`config.mk`:
```
export PLATFORM = sky130hd
export DESIGN_NAME = uart_rx_deserializer
export DESIGN_NICKNAME = d
export VERILOG_FILES = /design/src/rtl/uart_rx_deserializer.sv
export SDC_FILE = /design/constraint.sdc
export NUM_CORES = 1
export LEC_CHECK = 0
export CAP_MARGIN = 20
export CORE_UTILIZATION = 40
export DETAILED_ROUTE_END_ITERATION = 8
export DONT_BUFFER_PORTS = 1
export PLACE_DENSITY = 0.58
export SYNTH_ARGS = -nofsm -noshare
export SYNTH_HDL_FRONTEND = slang
export SYNTH_SLANG_ARGS = --single-unit
```
`constraint.sdc`:
```
create_clock -name clk -period 4.9 [get_ports clk]
set_input_delay 1.225 -clock clk [delete_from_list [all_inputs] [get_ports clk]]
set_output_delay 1.225 -clock clk [all_outputs]
set_load 0.03 [all_outputs]
```
`src/rtl/uart_rx_deserializer.sv`:
```
// UART receive deserializer: oversamples the serial line PRESCALE clocks per bit, recovers
// DATA_WIDTH data bits LSB first, and checks the optional parity bit and the stop bit.
module uart_rx_deserializer #(
    parameter int unsigned DATA_WIDTH = 8,
    parameter int unsigned PRESCALE   = 8
) (
    input  logic                  clk,
    input  logic                  reset,
    input  logic                  RX_IN,
    input  logic                  PAR_EN,
    input  logic                  PAR_TYP,
    output logic [DATA_WIDTH-1:0] P_DATA_OUT,
    output logic                  DATA_VALID_OUT,
    output logic                  PAR_ERR,
    output logic                  STP_ERR,
    output logic                  RX_BUSY
);

    localparam int unsigned CntW = (PRESCALE > 1) ? $clog2(PRESCALE) : 1;
    localparam int unsigned BitW = (DATA_WIDTH > 1) ? $clog2(DATA_WIDTH) : 1;
    localparam logic [CntW-1:0] SampleCnt = CntW'(PRESCALE / 2);
    localparam logic [CntW-1:0] LastCnt   = CntW'(PRESCALE - 1);
    localparam logic [BitW-1:0] LastBit   = BitW'(DATA_WIDTH - 1);

    typedef enum logic [2:0] {
        StIdle,
        StStart,
        StData,
        StParity,
        StStop
    } state_e;

    state_e                state_q, state_d;
    logic [CntW-1:0]       cnt_q, cnt_d;
    logic [BitW-1:0]       bit_q, bit_d;
    logic [DATA_WIDTH-1:0] shift_q, shift_d;
    logic [DATA_WIDTH-1:0] data_q, data_d;
    logic                  par_en_q, par_en_d;
    logic                  par_typ_q, par_typ_d;
    logic                  par_bad_q, par_bad_d;
    logic                  valid_q, valid_d;
    logic                  perr_q, perr_d;
    logic                  serr_q, serr_d;
    logic                  sample, wrap;
    logic [CntW-1:0]       cnt_step;

    assign sample   = (cnt_q == SampleCnt);
    assign wrap     = (cnt_q == LastCnt);
    assign cnt_step = wrap ? '0 : cnt_q + 1'b1;

    always_comb begin
        state_d   = state_q;
        cnt_d     = cnt_q;
        bit_d     = bit_q;
        shift_d   = shift_q;
        data_d    = data_q;
        par_en_d  = par_en_q;
        par_typ_d = par_typ_q;
        par_bad_d = par_bad_q;
        valid_d   = 1'b0;
        perr_d    = 1'b0;
        serr_d    = 1'b0;

        case (state_q)
            StIdle: begin
                cnt_d = '0;
                if (!RX_IN) begin
                    par_en_d  = PAR_EN;
                    par_typ_d = PAR_TYP;
                    par_bad_d = 1'b0;
                    bit_d     = '0;
                    // At one clock per bit the detection edge is also the start-bit sample.
                    if (PRESCALE == 1) begin
                        state_d = StData;
                    end else begin
                        state_d = StStart;
                        cnt_d   = CntW'(1);
                    end
                end
            end
            StStart: begin
                cnt_d = cnt_step;
                if (sample && RX_IN) begin
                    state_d = StIdle;
                    cnt_d   = '0;
                end else if (wrap) begin
                    state_d = StData;
                end
            end
            StData: begin
                cnt_d = cnt_step;
                if (sample) begin
                    shift_d = DATA_WIDTH'({RX_IN, shift_q} >> 1);
                end
                if (wrap) begin
                    if (bit_q == LastBit) begin
                        bit_d   = '0;
                        state_d = par_en_q ? StParity : StStop;
                    end else begin
                        bit_d = bit_q + 1'b1;
                    end
                end
            end
            StParity: begin
                cnt_d = cnt_step;
                if (sample) begin
                    par_bad_d = RX_IN ^ (^shift_q) ^ par_typ_q;
                end
                if (wrap) begin
                    state_d = StStop;
                end
            end
            StStop: begin
                cnt_d = cnt_step;
                // Leave at the stop sample so a following start bit is seen on time.
                if (sample) begin
                    state_d = StIdle;
                    cnt_d   = '0;
                    serr_d  = !RX_IN;
                    perr_d  = par_bad_q;
                    if (RX_IN && !par_bad_q) begin
                        valid_d = 1'b1;
                        data_d  = shift_q;
                    end
                end
            end
            default: begin
                state_d = StIdle;
                cnt_d   = '0;
            end
        endcase
    end

    always_ff @(posedge clk) begin
        if (!reset) begin
            state_q   <= StIdle;
            cnt_q     <= '0;
            bit_q     <= '0;
            shift_q   <= '0;
            data_q    <= '0;
            par_en_q  <= 1'b0;
            par_typ_q <= 1'b0;
            par_bad_q <= 1'b0;
            valid_q   <= 1'b0;
            perr_q    <= 1'b0;
            serr_q    <= 1'b0;
        end else begin
            state_q   <= state_d;
            cnt_q     <= cnt_d;
            bit_q     <= bit_d;
            shift_q   <= shift_d;
            data_q    <= data_d;
            par_en_q  <= par_en_d;
            par_typ_q <= par_typ_d;
            par_bad_q <= par_bad_d;
            valid_q   <= valid_d;
            perr_q    <= perr_d;
            serr_q    <= serr_d;
        end
    end

    assign P_DATA_OUT     = data_q;
    assign DATA_VALID_OUT = valid_q;
    assign PAR_ERR        = perr_q;
    assign STP_ERR        = serr_q;
    assign RX_BUSY        = (state_q != StIdle);

endmodule

```
* After elaboration in Yosys (flattened, before gate mapping)
Index checks and enable logic that the tools add are counted.
Widths: inputs -> output; s select.
** Word-level totals
- Register bits after elaboration :: 31
- Input port bits :: 5
- Output and inout port bits :: 12
- Word-level logic and storage cells :: 69
** Cells by class
- Add/subtract/negate cells :: 2
- Equal/unequal tests :: 14
- Muxes and demuxes :: 22
- Bitwise gates (word level) :: 3
- Reduce and logical (&&, ||, !) cells :: 17
** Operators by type and width (number)
- $mux 3 :: 14
- $pmux 3 s5 :: 1
- $eq 3x3->1 const B :: 4
- $ne 2x2->1 const B :: 6
- $pmux 3 s4 :: 1
- $reduce_and 3->1 :: 4
- $reduce_xor 8->1 :: 1
- $add 3x1->3 const B :: 2
- $eq 3x2->1 const B :: 2
- $pmux 3 s2 :: 1
- $reduce_and 6->1 :: 1
- $mux 1 :: 4
- $reduce_and 2->1 :: 2
- $reduce_bool 2->1 :: 2
- $eq 3x1->1 const B :: 1
- $logic_not 3->1 :: 1
- $ne 3x3->1 const B :: 1
- $reduce_bool 3->1 :: 1
- $logic_and 1x1->1 :: 2
- $logic_not 1->1 :: 2
- $pmux 1 s2 :: 1
- $reduce_or 2->1 :: 1
- $xor 1x1->1 :: 2
- $not 1->1 :: 1

* Logic depth before layout (Yosys ltp)
Gate-level depths: netlist of run 1.
- Depth after elaboration :: 5
- Depth in mapped cells :: 7
- Gate-level depth less buffers :: 7

* Worst setup path after synthesis of run 1
OpenSTA, ideal clock, no wires.
- Path type :: input to register
- Start point :: in RX_IN
- End point :: reg state_q[1]
- Setup time :: 0.070 ns
- Data arrival time :: 2.361 ns
- Data required time :: 4.830 ns
- Setup slack :: 2.469 ns
- Cell stages on the path :: 5
- Path buffers :: 1
- Cell sequence :: buf_2 -> o211ai_1 -> o211ai_2 -> or4b_1 -> a21oi_1
** Between the ends
- Longest elaborated chain between the ends :: 3
- Elaborated cells between the ends (all ways) :: 6
- Classes of those cells :: eq/ne: 2; mux: 2; reduce/logical: 2
** Ends and longest elaborated chain
- start: declaration :: RTL line 9 : input logic RX_IN,
- $logic_and 1x1->1 :: RTL line 83 : if (sample && RX_IN) begin
- $ne 3x3->1 (no source line) or $mux 3 (tied branches)
- $reduce_and 6->1 (no source line) or $pmux 3 s5 (tied branches)
- end signal: assignment :: RTL line 136 : state_q <= StIdle;
- end signal: assignment :: RTL line 148 : state_q <= state_d;
- end: declaration :: RTL line 33 : state_e state_q, state_d;
Parallel ways exist; a longest one is shown, timed or not.
A chain may end at the register's enable or synchronous reset.

* Worst setup path in the final report of run 1
- Start point :: reg state_q[0]
- End point :: out RX_BUSY
** Between the ends
- Longest elaborated chain between the ends :: 1
** Ends and longest elaborated chain
- $reduce_bool 3->1 :: RTL line 166 : assign RX_BUSY = (state_q != StIdle);
- end: declaration :: RTL line 16 : output logic RX_BUSY
No other way between the ends.

==> results of run 1 <==
==> metal layers <==
metal	vias up	wire length, um	GRT usage [%]
li1	521	-	-
met1	473	1260	19.7
met2	17	1170	24.0
met3	4	114	6.07
met4	0	49	7.85
met5	-	0	0
==> final cells by class <==
class                   instances  area share [%]
clock buffers                   8            4.47
inverters                       6            1.46
well taps                      46            3.74
multi-input cells             108            50.0
flip-flops and latches         31            40.3
==> power by group through the flow <==
stage	Clock, uW	Sequential (uW)	Combinational, uW
floorplan	0	279	132
global placement	0	296	127
detailed placement	0	298	132
CTS	175	292	133
global route	188	296	149
finish	167	292	131
==> through the flow <==
step,util [%],hold WS (ns),std cells,area (um^2)
after floorplan,-,0.426,152,1450
after global placement,43.1,0.449,191,1470
after detailed placement,43.1,0.454,191,1470
after CTS,45.1,0.468,199,1540
after global routing,45.1,0.480,199,1540
final,45.1,0.470,199,1540
==> sequential cells by signal, summed over array words and instances (netlist names), 3 cells and up <==
name        count
shift_q         8
cnt_q           3
P_DATA_OUT      8
state_q         3
bit_q           3
==> worst paths after layout <==
path | startpoint | end | cells past startpoint | slack (ns)
max | state_q[0]$_SDFFE_PN0P_ | RX_BUSY | 1 | 2.26
max reg2reg | cnt_q[0]$_SDFF_PN0_ | state_q[1]$_SDFFE_PN0P_ | 7 | 2.98
min reg2reg | bit_q[2]$_SDFFE_PN0P_ | bit_q[2]$_SDFFE_PN0P_ | 2 | 0.47
min | bit_q[2]$_SDFFE_PN0P_ | bit_q[2]$_SDFFE_PN0P_ | 2 | 0.47
==> tightest hold or removal path, stage by stage, from the launching register on <==
cell and delay (ns):
dfxtp_1 0.33, nand2_1 0.05, a21oi_1 0.05
==> cell families after synthesis <==
kind of cell               count (synthesis)  synth area share [%]
DFF                                       31                  42.7
and+or+nand+nor                           56                  19.3
buffers and inverters                     13                  4.22
AOI/OAI and AO/OA                         18                  9.22
xor gates and xnor gates                   8                  5.77
adders and majority gates                  5                  4.31
muxes                                     21                  14.5
==> layout by cell type (no fill, tap or decap) <==
| master | netlist | final |
|---|---|---|
| a211oi_1 | 1 | 1 |
| a21oi_1 | 4 | 4 |
| a2bb2oi_2 | 1 | 1 |
| a31oi_1 | 1 | 1 |
| and2_1 | 2 | 2 |
| and2b_1 | 1 | 1 |
| and3_1 | 1 | 1 |
| clkbuf_1 | 2 | 1 |
| clkbuf_4 | 0 | 5 |
| clkbuf_8 | 0 | 2 |
| dfxtp_1 | 31 | 31 |
| ha_1 | 5 | 5 |
| inv_1 | 6 | 6 |
| mux2i_1 | 21 | 21 |
| nand2_1 | 5 | 5 |
| nand2b_4 | 1 | 1 |
| nand3_1 | 2 | 2 |
| nand4_1 | 2 | 2 |
| nor2_1 | 32 | 32 |
| nor2b_1 | 2 | 2 |
| nor3_1 | 1 | 1 |
| nor3_4 | 1 | 1 |
| nor4_1 | 2 | 2 |
| nor4b_1 | 1 | 1 |
| o211a_1 | 2 | 2 |
| o211ai_1 | 1 | 1 |
| o211ai_2 | 2 | 2 |
| o21a_1 | 1 | 1 |
| o21ai_0 | 5 | 5 |
| or2b_1 | 1 | 1 |
| or3_1 | 1 | 1 |
| or4b_1 | 1 | 1 |
| xnor2_1 | 6 | 6 |
| xnor3_1 | 1 | 1 |
| xor2_1 | 1 | 1 |
==> metrics.txt, run 1 <==
Buf+Inv Stages, Crit Path=0; Comb pwr share=22.2%; syn nets=162; status=complete, no violations; first-pass GRT wire length=4790 um; Netlist cell types=35; Num CTS Buffers=5; RSZ-0062 raised after global routing=false; pin count of the biggest net entering global routing=26; Yosys reg bits=31; register share of total power=49.5%; Worst Skew=0.00354 ns; die extent in y=62.3 um; Core Footprint=3420 um^2; most common cell in the netlist=nor2_1; total power=590 uW; Worst VDD drop=0.210 mV; Crit path largest cell delay=0.62 ns; Tcrit/Tclk final=53.9%; die extent in x=62.3 um; mapped cell area=1450 um^2; Max Clock Freq=0.379 GHz; worst skew pair latency=0.32 ns; internal power=402 uW; share of cells above drive strength 1=7.84%; Initial Util=42.5%; Mean Syn Cell Area=9.56 um^2; cells resized by post-CTS repair=0; clk sinks=31; area of the multi-input gates=771 um^2; die footprint=3880 um^2; Crit path arrival time=1.42 ns; max-capacitance violation count=0; Synth top area share=42.7%; WL final=2600 um; critical path class=reg2out; critical path's slowest cell=or3_1; Final setup viols=0; synthesized instance count=152; share of the yosys chip area belonging to registers=42.7%; synth warn=0; gp weighted congestion=0.799; CTS tree=done; initial antenna violation count=0; WL per Instance=13.0 um; clock tree buffer depth=2; Synth top cells by count=nor2_1 (32), dfxtp_1 (31), mux2i_1 (21); DR pass1 iterations=4; CTS H-tree depth=2; final hold violations=0; Fill cells=358; Pleak=0.000673 uW; FF+latch area=621 um^2; main flop type after synthesis=dfxtp_1; final worst slack=2.26 ns; element type at the critical path start=flip-flop; slew at the pin closest to its max-slew limit=0.776 ns; Clock power frac=28.3%; vias=1,015; Worst Setup End Kind=primary output; Pins Over Slew Limit=0; grt ovf=0; Max-slew headroom=48.2%; Starting DRT DRC Count=45; # DRC=0; # port buffers=0; DP Worst Slack=2.57 ns; io pins=17; cell row count=21; leading area contributor after synthesis=dfxtp_1; DPL Wire Length=1830 um; switching part of the total=31.8%; Final min period=2.64 ns; root buf cell=clkbuf_4; critical path data required time=3.67 ns; pwr/cell area=383 nW/um^2; vias in the first global route=1,061; drt via density=5.10; peak fanout along the critical path=13; Post-CTS Setup Inserts=0; CP delay by family, top=simple AND/OR/NAND/NOR gates; Layout Nets=162; Post-synth EDFFs=0; Antenna diodes=0; crit-path cells=or3_1; Layout area overhead=6.03%; FFs w/ async S/R, synth=0%; Min-Delay Path Class=reg2reg; gr usage total=15.9%; main area contributors after synthesis=dfxtp_1 (43%), mux2i_1 (14%), nor2_1 (8.3%), ha_1 (4.3%), xnor2_1 (3.6%); clk slew on worst S/H paths=0.09 ns; Sw Pwr=188 uW; Routed Antenna Nets=0; Post-CTS Hold Fix Bufs=0; TNS Setup=0 ns
Note: power is estimated with default switching activity, not from simulation.
==> run 2, diff against run 1 <==
ABC_AREA = 1   (was unset)
PLACE_DENSITY = 0.6   (was 0.58)
clock period = 2.37 ns   (was 4.9 ns; I/O delays follow)
==> run 2 against run 1 <==
Net effect: worst hold slack worse by 0.091 ns; final cell count is 25% higher; synthesized cell count is 31% higher; flip-flop and latch count stayed put; critical endpoint unchanged; design area is 6.3% higher; die area is 2.6% higher; sequential share of layout area is 2.4 points lower; register-to-register slack worse by 2.2 ns.
==> metrics.txt, run 2 <==
status=complete, no violations; most frequent cells in the layout=nand2_1 (39), dfxtp_1 (31), inv_1 (23), a21oi_1 (23), nor2_1 (15); WL per Instance=11.6 um; pin count of the biggest net entering global routing=22; gr usage total=17.2%; Mean Syn Cell Area=7.49 um^2; io pins=17; share of the yosys chip area belonging to registers=41.6%; die extent in y=63.1 um; Pins Over Slew Limit=0; Synth top cells by count=nand2_1 (39), dfxtp_1 (31), a21oi_1 (23), inv_1 (23), nor2_1 (15); Antenna diodes=0; cell row count=21; worst skew pair latency=0.28 ns; pwr/cell area=963 nW/um^2; cells resized by post-CTS repair=0; Netlist cell types=24; Pleak=0.000713 uW; syn nets=209; # port buffers=0; Layout Utilization=47.5%; Initial Util=43.3%; synth warn=0; Final setup viols=0; CTS tree=done; critical path data required time=1.78 ns; initial antenna violation count=0; Layout area overhead=9.73%; RSZ-0062 raised after global routing=false; final hold violations=0; slew at the pin closest to its max-slew limit=0.349 ns; total power=1580 uW; Placed Area=1520 um^2; drt via density=4.94; Yosys reg bits=31; Post-CTS Setup Inserts=0; Min-Delay Path Class=in2reg; WL final=2900 um; mapped cell area=1490 um^2; Layout Nets=212; max-capacitance violation count=0; Post-synth EDFFs=0; first-pass GRT wire length=5240 um; die extent in x=63.1 um; clk sinks=31; # DRC=0; leading area contributor after synthesis=dfxtp_1; Worst VDD drop=0.347 mV; gp weighted congestion=0.794; clock tree buffer depth=2; most common cell in the netlist=nand2_1; vias in the first global route=1,230; Worst Setup End Kind=primary output; Core Footprint=3440 um^2; Max-slew headroom=76.7%; FFs w/ async S/R, synth=0%; root buf cell=clkbuf_8; synthesized instance count=199; hold slack=0.379 ns; main flop type after synthesis=dfxtp_1; Starting DRT DRC Count=74; Worst Skew=0.00293 ns; Final min period=1.77 ns; CTS H-tree depth=2; Fill cells=361; clk slew on worst S/H paths=0.07 ns; Final Cell Area=1640 um^2; share of cells above drive strength 1=15.3%; commonest non-fill, non-tap cell in the layout=nand2_1; Post-CTS Hold Fix Bufs=0; vias=1,231; DR pass1 iterations=4; main area contributors after synthesis=dfxtp_1 (42%), nand2_1 (9.8%), a21oi_1 (7.7%), inv_1 (5.8%), o21ai_0 (4.7%); Routed Antenna Nets=0; critical path class=reg2out; Synth top area share=41.6%; element type at the critical path start=flip-flop; TNS Setup=0 ns; die footprint=3980 um^2; DPL Wire Length=2180 um; Max Clock Freq=0.566 GHz; Crit path arrival time=1.17 ns; Tcrit/Tclk final=74.6%; grt ovf=0; peak fanout along the critical path=4; Num CTS Buffers=5
[run 2: cell types whose count changed after synthesis, moves of 5 or more]
cell,delta
inv_2,+6
a21oi_1,+19
o21ai_0,+9
nor2_1,-17
nand2_1,+34
o21ai_1,+5
nand3_1,+8
mux2i_1,-21
nor2_4,+5
inv_1,+17
[run 2: per-layer routing]
layer | global-route usage [%] | part of all wire, %
met5 | 0 | 0
met4 | 8.72 | 2.6
met3 | 5.43 | 4.2
met2 | 28.5 | 50
met1 | 19.6 | 43
[run 2: cell type report]
cell class              count  area (um^2)  area share [%]
clock buffers               6         82.6            5.05
clock inverters             2         35.0            2.14
inverters                  30          113            6.88
multi-input cells         134          728            44.5
flip-flops and latches     31          621            37.9
well taps                  46         57.6            3.52
[run 2: worst paths after layout]
| kind | slack, ns | endpoint | startpoint | depth (start not counted) |
|---|---|---|---|---|
| worst max-delay path | 0.60 | RX_BUSY | state_q[0]$_SDFFE_PN0P_ | 4 |
| worst min-delay path | 0.38 | STP_ERR$_SDFF_PN0_ | RX_IN | 1 |
| worst max register to register | 0.83 | cnt_q[0]$_SDFF_PN0_ | cnt_q[0]$_SDFF_PN0_ | 9 |
| worst min register to register | 0.47 | par_typ_q$_SDFFE_PN0P_ | par_typ_q$_SDFFE_PN0P_ | 2 |
[run 2: per-stage QoR]
| stage | setup slack, ns | cells |
|---|---|---|
| finish | 0.603 | 249 |
| global route | 0.527 | 249 |
| global placement | 0.907 | 241 |
| floorplan | 0.977 | 199 |
| CTS | 0.588 | 249 |
| detailed placement | 0.847 | 241 |
[run 2: kinds of logic (layout without fill, tap and decap cells)]
group,count (synthesis),in the layout,synth area share [%]
adders and majority gates,5,5,4.19
and+or+nand+nor,81,81,27.0
buffers and inverters,34,38,9.56
AOI/OAI and AO/OA,45,45,15.9
xor gates and xnor gates,3,3,1.76
DFF,31,31,41.6
[run 2: power breakdown]
part	leakage [uW]	internal [uW]	switching, uW
clock	0.0000612	340	196
sequential	0.000251	567	39.3
combinational	0.000401	140	294
total	0.000713	1050	529
[run 2: critical path, cell delays in order (launching register included)]
cell	delay, ns
dfxtp_1	0.44
inv_2	0.09
nand2_4	0.08
nor2_2	0.05
inv_1	0.23
==> run 3, diff against run 2 <==
clock period = 1.4 ns   (was 2.37 ns; I/O delays follow)
==> run 3 against run 2 <==
Net effect: design area grew 18%; die area is the same; clock skew grew 0.0036 ns; core utilization grew 8.3 points; clock power grew 68%; final cell count grew 8.8%; non-clock buffer count grew 22; sequential share of layout area shrank 4.9 points.
==> metrics.txt, run 3 (synthesis results as in run 2) <==
cell row count=21; root buf cell=clkbuf_8; Crit path arrival time=1.04 ns; Post-CTS Hold Fix Bufs=0; non-filler instance count after layout=271; Layout Nets=234; peak fanout along the critical path=2; gp weighted congestion=0.924; WL per Instance=12.4 um; slew at the pin closest to its max-slew limit=0.347 ns; die footprint=3980 um^2; max-capacitance violation count=0; pin count of the biggest net entering global routing=22; vias=1,335; clock tree buffer depth=2; share of cells above drive strength 1=31.6%; initial antenna violation count=0; Fill cells=335; RSZ-0062 raised after global routing=true; Tcrit/Tclk final=99.2%; Routed Antenna Nets=0; clk sinks=31; WL final=3360 um; most frequent cells in the layout=nand2_1 (37), dfxtp_1 (26), a21oi_1 (22), inv_1 (18), buf_4 (17); die extent in y=63.1 um; drt via density=4.93; Num CTS Buffers=5; Antenna diodes=0; element type at the critical path start=flip-flop; commonest non-fill, non-tap cell in the layout=nand2_1; DPL Wire Length=2270 um; Final min period=1.39 ns; die extent in x=63.1 um; Worst Skew=0.00650 ns; CTS tree=done; Worst VDD drop=0.772 mV; Layout Utilization=55.9%; TNS Setup=0 ns; Worst Setup End Kind=primary output; vias in the first global route=1,259; Layout area overhead=28.9%; # port buffers=0; Starting DRT DRC Count=59; gr usage total=17.2%; critical path class=reg2out; total power=3120 uW; clk slew on worst S/H paths=0.07 ns; Core Footprint=3440 um^2; hold slack=0.135 ns; area of the multi-input gates=796 um^2; status=complete, no violations; Max-slew headroom=76.9%; grt ovf=0; worst skew pair latency=0.28 ns; Placed Cells incl. Taps=247; first-pass GRT wire length=5360 um; pwr/cell area=1620 nW/um^2; Pleak=0.000848 uW; # DRC=0; critical path data required time=1.05 ns; Final setup viols=0; FF+latch area=634 um^2; DR pass1 iterations=4; Max Clock Freq=0.720 GHz; Pins Over Slew Limit=0; Initial Util=43.3%; Min-Delay Path Class=in2reg; io pins=17; final hold violations=0; CTS H-tree depth=2
-- run 3: changes by cell type in the layout (fill, tap and decap cells not counted), sizes merged --
cell / previous run / this run
inv: 29 / 28
clkinv: 2 / 3
buf: 0 / 22
-- run 3: worst paths after layout --
check | startpoint | end | slack, ns | depth (start not counted)
max | state_q[1]$_SDFFE_PN0P_ | RX_BUSY | 0.01 | 5
min | RX_IN | STP_ERR$_SDFF_PN0_ | 0.13 | 1
max reg2reg | cnt_q[0]$_SDFF_PN0_ | state_q[0]$_SDFFE_PN0P_ | 0.03 | 9
min reg2reg | bit_q[2]$_SDFFE_PN0P_ | bit_q[2]$_SDFFE_PN0P_ | 0.47 | 2
-- run 3: final cells by class --
class / count / area share [%]
clock inverters: 2 / 1.82
repair buffers: 22 / 10.0
clock buffers: 6 / 4.29
well taps: 46 / 2.99
inverters: 30 / 6.51
multi-input cells: 134 / 41.4
flip-flops and latches: 31 / 33.0
-- run 3: per-layer routing --
layer | part of all wire [%] | up-vias | global-route usage (%)
met4 | 1.2 | 0 | 5.52
met2 | 52 | 23 | 29.6
li1 | - | 683 | -
met5 | 0 | - | 0
met1 | 44 | 624 | 19.9
met3 | 2.9 | 5 | 5.98
-- run 3: stage by stage --
step	area [um^2]	setup slack, ns
after floorplan	1490	0.0622
after global placement	1560	-0.0285
after detailed placement	1560	-0.0894
after CTS	1750	-0.00685
after global routing	1920	-0.0627
final	1920	0.0110
-- run 3: power by group --
part	internal [uW]	leakage, uW	switching (uW)
clock network	575	0.0000612	323
registers	976	0.000254	65.7
logic	541	0.000533	642
total	2090	0.000848	1030
-- run 3: timing repair --
item                       4_1_cts  5_1_grt
setup endpoints to repair       15       23
pin swaps                        3       15
hold endpoints to repair         0        0
setup buffers                    4       12
gates resized for setup         13       30
cloned                           0        0
-- run 3: worst max-delay path, cell delays in order (launching register included) --
cell	delay [ns]
dfxtp_4	0.36
inv_4	0.06
nand2_4	0.07
nor2_4	0.10
inv_2	0.05
buf_6	0.13
